File: src/rtl/pe_mux_seq_if.sv
// Bus bundle for pe_mux_seq: input vector beat and selected output beat.
interface pe_mux_seq_if #(
    parameter int unsigned WIDTH     = 8,
    parameter int unsigned DEPTH     = 8,
    parameter int unsigned SEL_WIDTH = $clog2(DEPTH)
);
    logic [WIDTH-1:0]     data_in [DEPTH];
    logic                 in_valid;
    logic                 in_ready;
    logic                 mode;
    logic [SEL_WIDTH-1:0] sel;
    logic [SEL_WIDTH-1:0] scan_last;
    logic [WIDTH-1:0]     data_out;
    logic                 out_valid;
    logic                 out_ready;
    logic [SEL_WIDTH-1:0] out_sel;
    logic                 out_last;
    logic                 out_err;

    modport master (
        output data_in, in_valid, mode, sel, scan_last, out_ready,
        input  in_ready, data_out, out_valid, out_sel, out_last, out_err
    );

    modport slave (
        input  data_in, in_valid, mode, sel, scan_last, out_ready,
        output in_ready, data_out, out_valid, out_sel, out_last, out_err
    );
endinterface

File: src/rtl/pe_mux_seq.sv
// Registered multiplexer: emits one selected element (direct mode) or
// serialises a captured vector over indices 0..scan_last (scan mode).
module pe_mux_seq #(
    parameter int unsigned WIDTH     = 8,
    parameter int unsigned DEPTH     = 8,
    parameter int unsigned SEL_WIDTH = $clog2(DEPTH)
) (
    input logic          clk,
    input logic          rst,
    pe_mux_seq_if.slave  bus
);

    localparam logic [SEL_WIDTH-1:0] MAX_IDX = SEL_WIDTH'(DEPTH - 1);

    typedef enum logic [1:0] {
        IDLE,
        DIRECT,
        SCAN
    } state_t;

    state_t               state;
    logic [WIDTH-1:0]     buffer [DEPTH];
    logic [SEL_WIDTH-1:0] last_idx;
    logic [WIDTH-1:0]     data_q;
    logic                 valid_q;
    logic [SEL_WIDTH-1:0] sel_q;
    logic                 last_q;
    logic                 err_q;

    logic                 out_hs;
    logic                 done;
    logic                 accept;
    logic                 sel_oob;
    logic [SEL_WIDTH-1:0] eff_last;
    logic [SEL_WIDTH-1:0] next_idx;

    // Handshake decode; a new beat may enter only when nothing is held or the final beat leaves now.
    assign out_hs       = valid_q & bus.out_ready;
    assign done         = out_hs & last_q;
    assign bus.in_ready = ~rst & ((state == IDLE) | done);
    assign accept       = bus.in_valid & bus.in_ready;

    // Index helpers: out-of-range direct select and clamped scan end.
    assign sel_oob  = 32'(bus.sel) >= DEPTH;
    assign eff_last = (32'(bus.scan_last) > (DEPTH - 1)) ? MAX_IDX : bus.scan_last;
    assign next_idx = sel_q + SEL_WIDTH'(1);

    assign bus.data_out  = data_q;
    assign bus.out_valid = valid_q;
    assign bus.out_sel   = sel_q;
    assign bus.out_last  = last_q;
    assign bus.out_err   = err_q;

    // Control FSM with registered output beat and scan capture buffer.
    always_ff @(posedge clk or posedge rst) begin
        if (rst) begin
            state    <= IDLE;
            data_q   <= '0;
            valid_q  <= 1'b0;
            sel_q    <= '0;
            last_q   <= 1'b0;
            err_q    <= 1'b0;
            last_idx <= '0;
            for (int i = 0; i < int'(DEPTH); i++) begin
                buffer[i] <= '0;
            end
        end else if (accept) begin
            valid_q <= 1'b1;
            if (!bus.mode) begin
                state  <= DIRECT;
                sel_q  <= bus.sel;
                last_q <= 1'b1;
                err_q  <= sel_oob;
                data_q <= sel_oob ? '0 : bus.data_in[bus.sel];
            end else begin
                state    <= SCAN;
                sel_q    <= '0;
                last_idx <= eff_last;
                last_q   <= (eff_last == '0);
                err_q    <= 1'b0;
                data_q   <= bus.data_in[0];
                for (int i = 0; i < int'(DEPTH); i++) begin
                    buffer[i] <= bus.data_in[i];
                end
            end
        end else if (done) begin
            state   <= IDLE;
            valid_q <= 1'b0;
        end else if (out_hs && (state == SCAN)) begin
            sel_q  <= next_idx;
            data_q <= buffer[next_idx];
            last_q <= (next_idx == last_idx);
        end
    end

endmodule
File: src/flat_wrapper.sv
// flat-port wrapper written by rule: the top's interface ports become plain ports
module pe_mux_seq_flat 
#(
    parameter int unsigned WIDTH     = 8,
    parameter int unsigned DEPTH     = 8,
    parameter int unsigned SEL_WIDTH = $clog2(DEPTH)
)
  (clk, rst, bus_data_in, bus_in_valid, bus_mode, bus_sel, bus_scan_last, bus_out_ready, bus_in_ready, bus_data_out, bus_out_valid, bus_out_sel, bus_out_last, bus_out_err);
  pe_mux_seq_if #(.WIDTH(WIDTH), .DEPTH(DEPTH), .SEL_WIDTH(SEL_WIDTH)) bus_i ();
  input logic clk;
  input logic rst;
  input wire logic [$bits(bus_i.data_in)-1:0] bus_data_in;
  input wire logic [$bits(bus_i.in_valid)-1:0] bus_in_valid;
  input wire logic [$bits(bus_i.mode)-1:0] bus_mode;
  input wire logic [$bits(bus_i.sel)-1:0] bus_sel;
  input wire logic [$bits(bus_i.scan_last)-1:0] bus_scan_last;
  input wire logic [$bits(bus_i.out_ready)-1:0] bus_out_ready;
  output wire logic [$bits(bus_i.in_ready)-1:0] bus_in_ready;
  output wire logic [$bits(bus_i.data_out)-1:0] bus_data_out;
  output wire logic [$bits(bus_i.out_valid)-1:0] bus_out_valid;
  output wire logic [$bits(bus_i.out_sel)-1:0] bus_out_sel;
  output wire logic [$bits(bus_i.out_last)-1:0] bus_out_last;
  output wire logic [$bits(bus_i.out_err)-1:0] bus_out_err;
  assign bus_i.data_in = {>>{bus_data_in}};
  assign bus_i.in_valid = bus_in_valid;
  assign bus_i.mode = bus_mode;
  assign bus_i.sel = bus_sel;
  assign bus_i.scan_last = bus_scan_last;
  assign bus_i.out_ready = bus_out_ready;
  assign bus_in_ready = bus_i.in_ready;
  assign bus_data_out = bus_i.data_out;
  assign bus_out_valid = bus_i.out_valid;
  assign bus_out_sel = bus_i.out_sel;
  assign bus_out_last = bus_i.out_last;
  assign bus_out_err = bus_i.out_err;
  pe_mux_seq #(.WIDTH(WIDTH), .DEPTH(DEPTH), .SEL_WIDTH(SEL_WIDTH)) u_core (.clk(clk), .rst(rst), .bus(bus_i));
endmodule
File: config.mk
export PLATFORM = sky130hd
export DESIGN_NAME = pe_mux_seq_flat
export DESIGN_NICKNAME = d
export VERILOG_FILES = /design/src/rtl/pe_mux_seq_if.sv /design/src/rtl/pe_mux_seq.sv /design/src/flat_wrapper.sv
export SDC_FILE = /design/constraint.sdc
export NUM_CORES = 1
export LEC_CHECK = 0
export CORE_ASPECT_RATIO = 1.25
export CORE_MARGIN = 2
export CORE_UTILIZATION = 52
export DETAILED_ROUTE_END_ITERATION = 10
export GPL_ROUTABILITY_DRIVEN = 0
export GPL_TIMING_DRIVEN = 1
export PLACE_DENSITY = 0.82
export SLEW_MARGIN = 20
export SYNTH_ARGS = -nofsm -noshare
export SYNTH_HDL_FRONTEND = slang
export SYNTH_SLANG_ARGS = --single-unit
File: constraint.sdc
create_clock -name clk -period 3.3 [get_ports clk]
set_input_delay 0.33 -clock clk [delete_from_list [all_inputs] [get_ports clk]]
set_output_delay 0.33 -clock clk [all_outputs]
set_load 0.1 [all_outputs]
### Word-level counts from Yosys, hierarchy flattened

Index checks and enable logic that the tools add are counted.

* register bits after elaboration: 82
* bits in latches: 0
* RAM bits: 0
* memory bits (read-only): 0
* output and inout bits: 15
* logic and storage cells: 58
* memories kept: 0

* add/subtract/negate cells: 1
* multipliers: 0
* div/mod/pow operators: 0
* $lt $le $gt $ge: 2
* equal/unequal tests: 3
* shifts and indexed selects: 0
* muxes and demuxes: 23
* bitwise logic cells: 8
* reduce and logical (&&, ||, !) cells: 7

Operators with widths (number)
* $mux W8: 8
* $bmux W8 S3: 2
* $mux W3: 4
* $ge A4 B4 Y1 const B: 2
* $not A3 Y4: 2
* $mux W1: 6
* $mux W2: 3
* $and A1 B1 Y1: 4
* $reduce_and A2 Y1: 2
* $reduce_bool A2 Y1: 2
* $add A3 B1 Y3 const B: 1
* $eq A3 B3 Y1: 1
* $logic_not A3 Y1: 1
* $eq A2 B2 Y1 const B: 1
* $logic_not A2 Y1: 1
* $ne A2 B2 Y1 const B: 1
* $logic_and A1 B1 Y1: 1
* $not A1 Y1: 1
* $or A1 B1 Y1: 1

### Longest topological paths before layout

* depth in word-level cells: 8
* gate-level depth with buffers: 7

### Worst setup path after synthesis

OpenSTA, ideal clock, no wires.

* path kind: register to output
* start point: register u_core.last_q (netlist: u_core.bus.out_last)
* end point: output port bus_in_ready
* data arrival time: 2769 ps
* required time: 2970 ps
* slack: 201 ps
* cell stages (with the launch flop): 3
* path buffers: 0
* cells stage by stage: dfrtp_1 nand3_2 a21oi_1

* cells in the longest elaborated chain, start to end: 3

RTL lines
* from (decl): line pe_mux_seq.sv:27 `logic last_q;`
* from (signal assigned): line pe_mux_seq.sv:79 `last_q <= (eff_last == '0);`
* from (signal assigned): line pe_mux_seq.sv:92 `last_q <= (next_idx == last_idx);`
* $and A1 B1 Y1: line pe_mux_seq.sv:39 `assign done = out_hs & last_q;`
* $or A1 B1 Y1: line pe_mux_seq.sv:40 `assign bus.in_ready = ~rst & ((state == IDLE) | done);`
* $and A1 B1 Y1: line pe_mux_seq.sv:40
* to (decl): line flat_wrapper.sv:18 `output wire logic [$bits(bus_i.in_ready)-1:0] bus_in_ready;`

No other way between the ends.

### Worst setup path after layout

* start point: register u_core.sel_q[2] (netlist: u_core.bus.out_sel[2])
* end point: output port bus_out_sel[2]

RTL lines
* from (decl): line pe_mux_seq.sv:26 `logic [SEL_WIDTH-1:0] sel_q;`
* from (signal assigned): line pe_mux_seq.sv:71 `sel_q <= bus.sel;`
* from (signal assigned): line pe_mux_seq.sv:90 `sel_q <= next_idx;`
* to (decl): line flat_wrapper.sv:21 `output wire logic [$bits(bus_i.out_sel)-1:0] bus_out_sel;`

No word-level cell between the ends.

==> impl_metrics.yaml <==
status:
  status: "complete, no violations"
layout:
  layout_common_cells: "clkdlybuf4s50_1 (86), dfrtp_1 (82), mux2_2 (48)"
  nNetsFinal: 517
  drive_gt1_share_pct: 22.3
  area_growth_pct: 26.7
  regArea_um2: 2050
  multi_input_comb_area_um2: 2140
  fillCellCount: 617
  layout_commonest_cell: "clkdlybuf4s50_1"
  fin_cells: 541
  antenna_cells: 0
route:
  drtAntennaViolNets: 0
  dr.pass1.iters: 4
  via_per_inst: 6.12
  drc: 0
  drtIter0Drc: 211
  routed_wl_mm: 10.4
  num_vias: 3310
  wl_per_cell_um: 19.2
logic_synthesis:
  syn_nets: 432
  syn_inst: 356
  synth-async-reset-ratio_pct: 100
  synth-seq-area-share_pct: 47.0
  syn-cell-area_um2: 4360
  yosysUniqueCellTypes: 37
  synth.avg_cell_area_um2: 12.3
  synth_enable_flop_cells: 0
  yosysWarningCount: 0
  synth-seq-cells: 82
  synth_ff_type: "dfrtp_1"
worst_hold_path:
  hold_path_class: "register to register"
  holdPathStages: 2
critical_path:
  cp.arrival_ns: 1.98
  path_buf_inv: 1
  critPathLaunchType: "register"
  cpLargestDelayFamily: "buffers and inverters"
  ff2ff_path_depth: 7
  path_class: "register to output pin"
  crit_path_end_kind: "output pin"
  worst-path-max-fanout: 5
  crit_chain: "clkdlybuf4s50_1"
  max_stage_delay_ns: 1.18
  worstPathRequired_ns: 2.97
  slowest_stage: "clkdlybuf4s50_1"
  path_depth: 1
sta:
  rsz0062_at_grt: "false"
  hold_viol_final: 0
  min_period_ns: 2.31
  period_share_pct: 69.9
  setup_violations: 0
  clock-skew-final_ns: 0.0114
  worst_pin_slew_ns: 0.975
  relSlewSlack_pct: 34.8
  finalSetupTns_ns: 0
  fmax_mhz: 433
  slew_violations: 0
floorplan:
  die_y_um: 106
  core_um2: 8190
  die_x_um: 85.9
  ios: 90
  start_util_pct: 53.2
  dieArea_um2: 9140
  std_cell_rows: 37
placed_design:
  io_buffers: 88
  dp.cells: 527
  dp_hpwl_mm: 7.20
global_routing:
  gr-total-overflow: 0
  grt_max_degree: 58
  antenna_found_initial: 0
  track_usage_pct: 24.1
  grt_pass1_vias: 3415
  grt_pass1_wl_mm: 17.0
clock_tree:
  clk_path_buf_depth: 2
  clkSinkCount: 82
  clkTransAtPathRegs_ns: 0.08
  cts_setup_buffers: 0
  clockRootBuffer: "clkbuf_8"
  cts_tree: "done"
  clkLatencyLatePin_ns: 0.35
  htreeDepth: 3
  cts_resized: 0
  hold_buffers: 0
  cts_made_buffers: 9
power:
  max-vdd-ir-drop_mv: 0.564
  leakagePower_nw: 2.26
  powerDensity_nw_per_um2: 1010
flow_run:
  cap_viol_max_count: 0
## logic make-up (layout without fill, tap and decap cells)
group	Yosys count	after routing	share of synthesized area, %
AND/OR/NAND/NOR	73	73	8.09
multiplexers	99	99	29.0
buffers and inverters	31	119	4.13
XOR/XNOR	5	5	1.00
adder cells (fa/ha/maj)	1	1	0.287
flip-flops	82	82	47.0
other	1	1	0.0860
AO/OA/AOI/OAI	64	64	10.4
## routing by layer
| metal | global-route usage (%) | wire length (µm) |
|---|---|---|
| met3 | 4.27 | 508 |
| met2 | 38.6 | 5300 |
| met4 | 11.6 | 342 |
| met5 | 0 | 0 |
| met1 | 31.7 | 4240 |
## sequential cells by signal (all words and copies together) (netlist names)
signal and cells:
u_core.buffer 64, u_core.bus.data_out 8, u_core.bus.out_last 1, u_core.bus.out_sel 3
u_core.bus.out_valid 1, u_core.last_idx 3, u_core.state 2
## Yosys cell counts (all sizes together) (5+ instances only)
master    n  area, µm²
clkbuf   11       41.3
nor3      9       45.0
a2111oi  16        140
dfrtp    82       2050
a31oi    36        225
nand2    30        113
buf      17        128
nor2     12       52.6
mux4     16        360
nor2b    16        100
mux2i    24        240
mux2     59        664
a21oi     5       25.0
## report_power, final
part	leakage (nW)	total (mW)	internal (mW)	switching (mW)
clock	0.101	0.728	0.381	0.347
sequential	0.978	1.81	1.51	0.297
combinational	1.18	3.03	1.25	1.78
total	2.26	5.56	3.14	2.42
## stage by stage
step	setup WS [ns]	total power [mW]	instance area (µm²)	hold WS (ns)	util, %
after floorplan	0.201	4.00	4360	0.445	-
after global placement	0.878	4.74	5340	0.460	65.1
after detailed placement	0.807	4.84	5340	0.462	65.1
after CTS	0.977	5.56	5530	0.481	67.4
after global routing	0.880	5.90	5530	0.496	67.4
final	0.993	5.56	5530	0.479	67.4
## worst paths after layout
kind / startpoint / slack (ns) / endpoint
worst max register to register: u_core.bus.out_sel[1]$_DFFE_PP0P_ / 1.11 / u_core.bus.data_out[4]$_DFFE_PP0P_
min in group asynchronous: rst / 0.49 / u_core.bus.data_out[3]$_DFFE_PP0P_
max in group asynchronous: rst / 2.16 / u_core.buffer[25]$_DFFE_PP0P_
worst min-delay path: u_core.buffer[63]$_DFFE_PP0P_ / 0.48 / u_core.buffer[63]$_DFFE_PP0P_
worst max-delay path: u_core.bus.out_sel[2]$_DFFE_PP0P_ / 0.99 / bus_out_sel[2]
worst min register to register: u_core.buffer[63]$_DFFE_PP0P_ / 0.48 / u_core.buffer[63]$_DFFE_PP0P_
## layout make-up
type	count	area share, %
Clock inverter	3	0.724
Clock buffer	11	2.74
Timing Repair Buffer	102	18.2
Multi-Input combinational cell	243	38.8
Inverter	3	0.226
Sequential cell	82	37.1
Tap cell	97	2.20
Power figures use the tool's default switching activity.
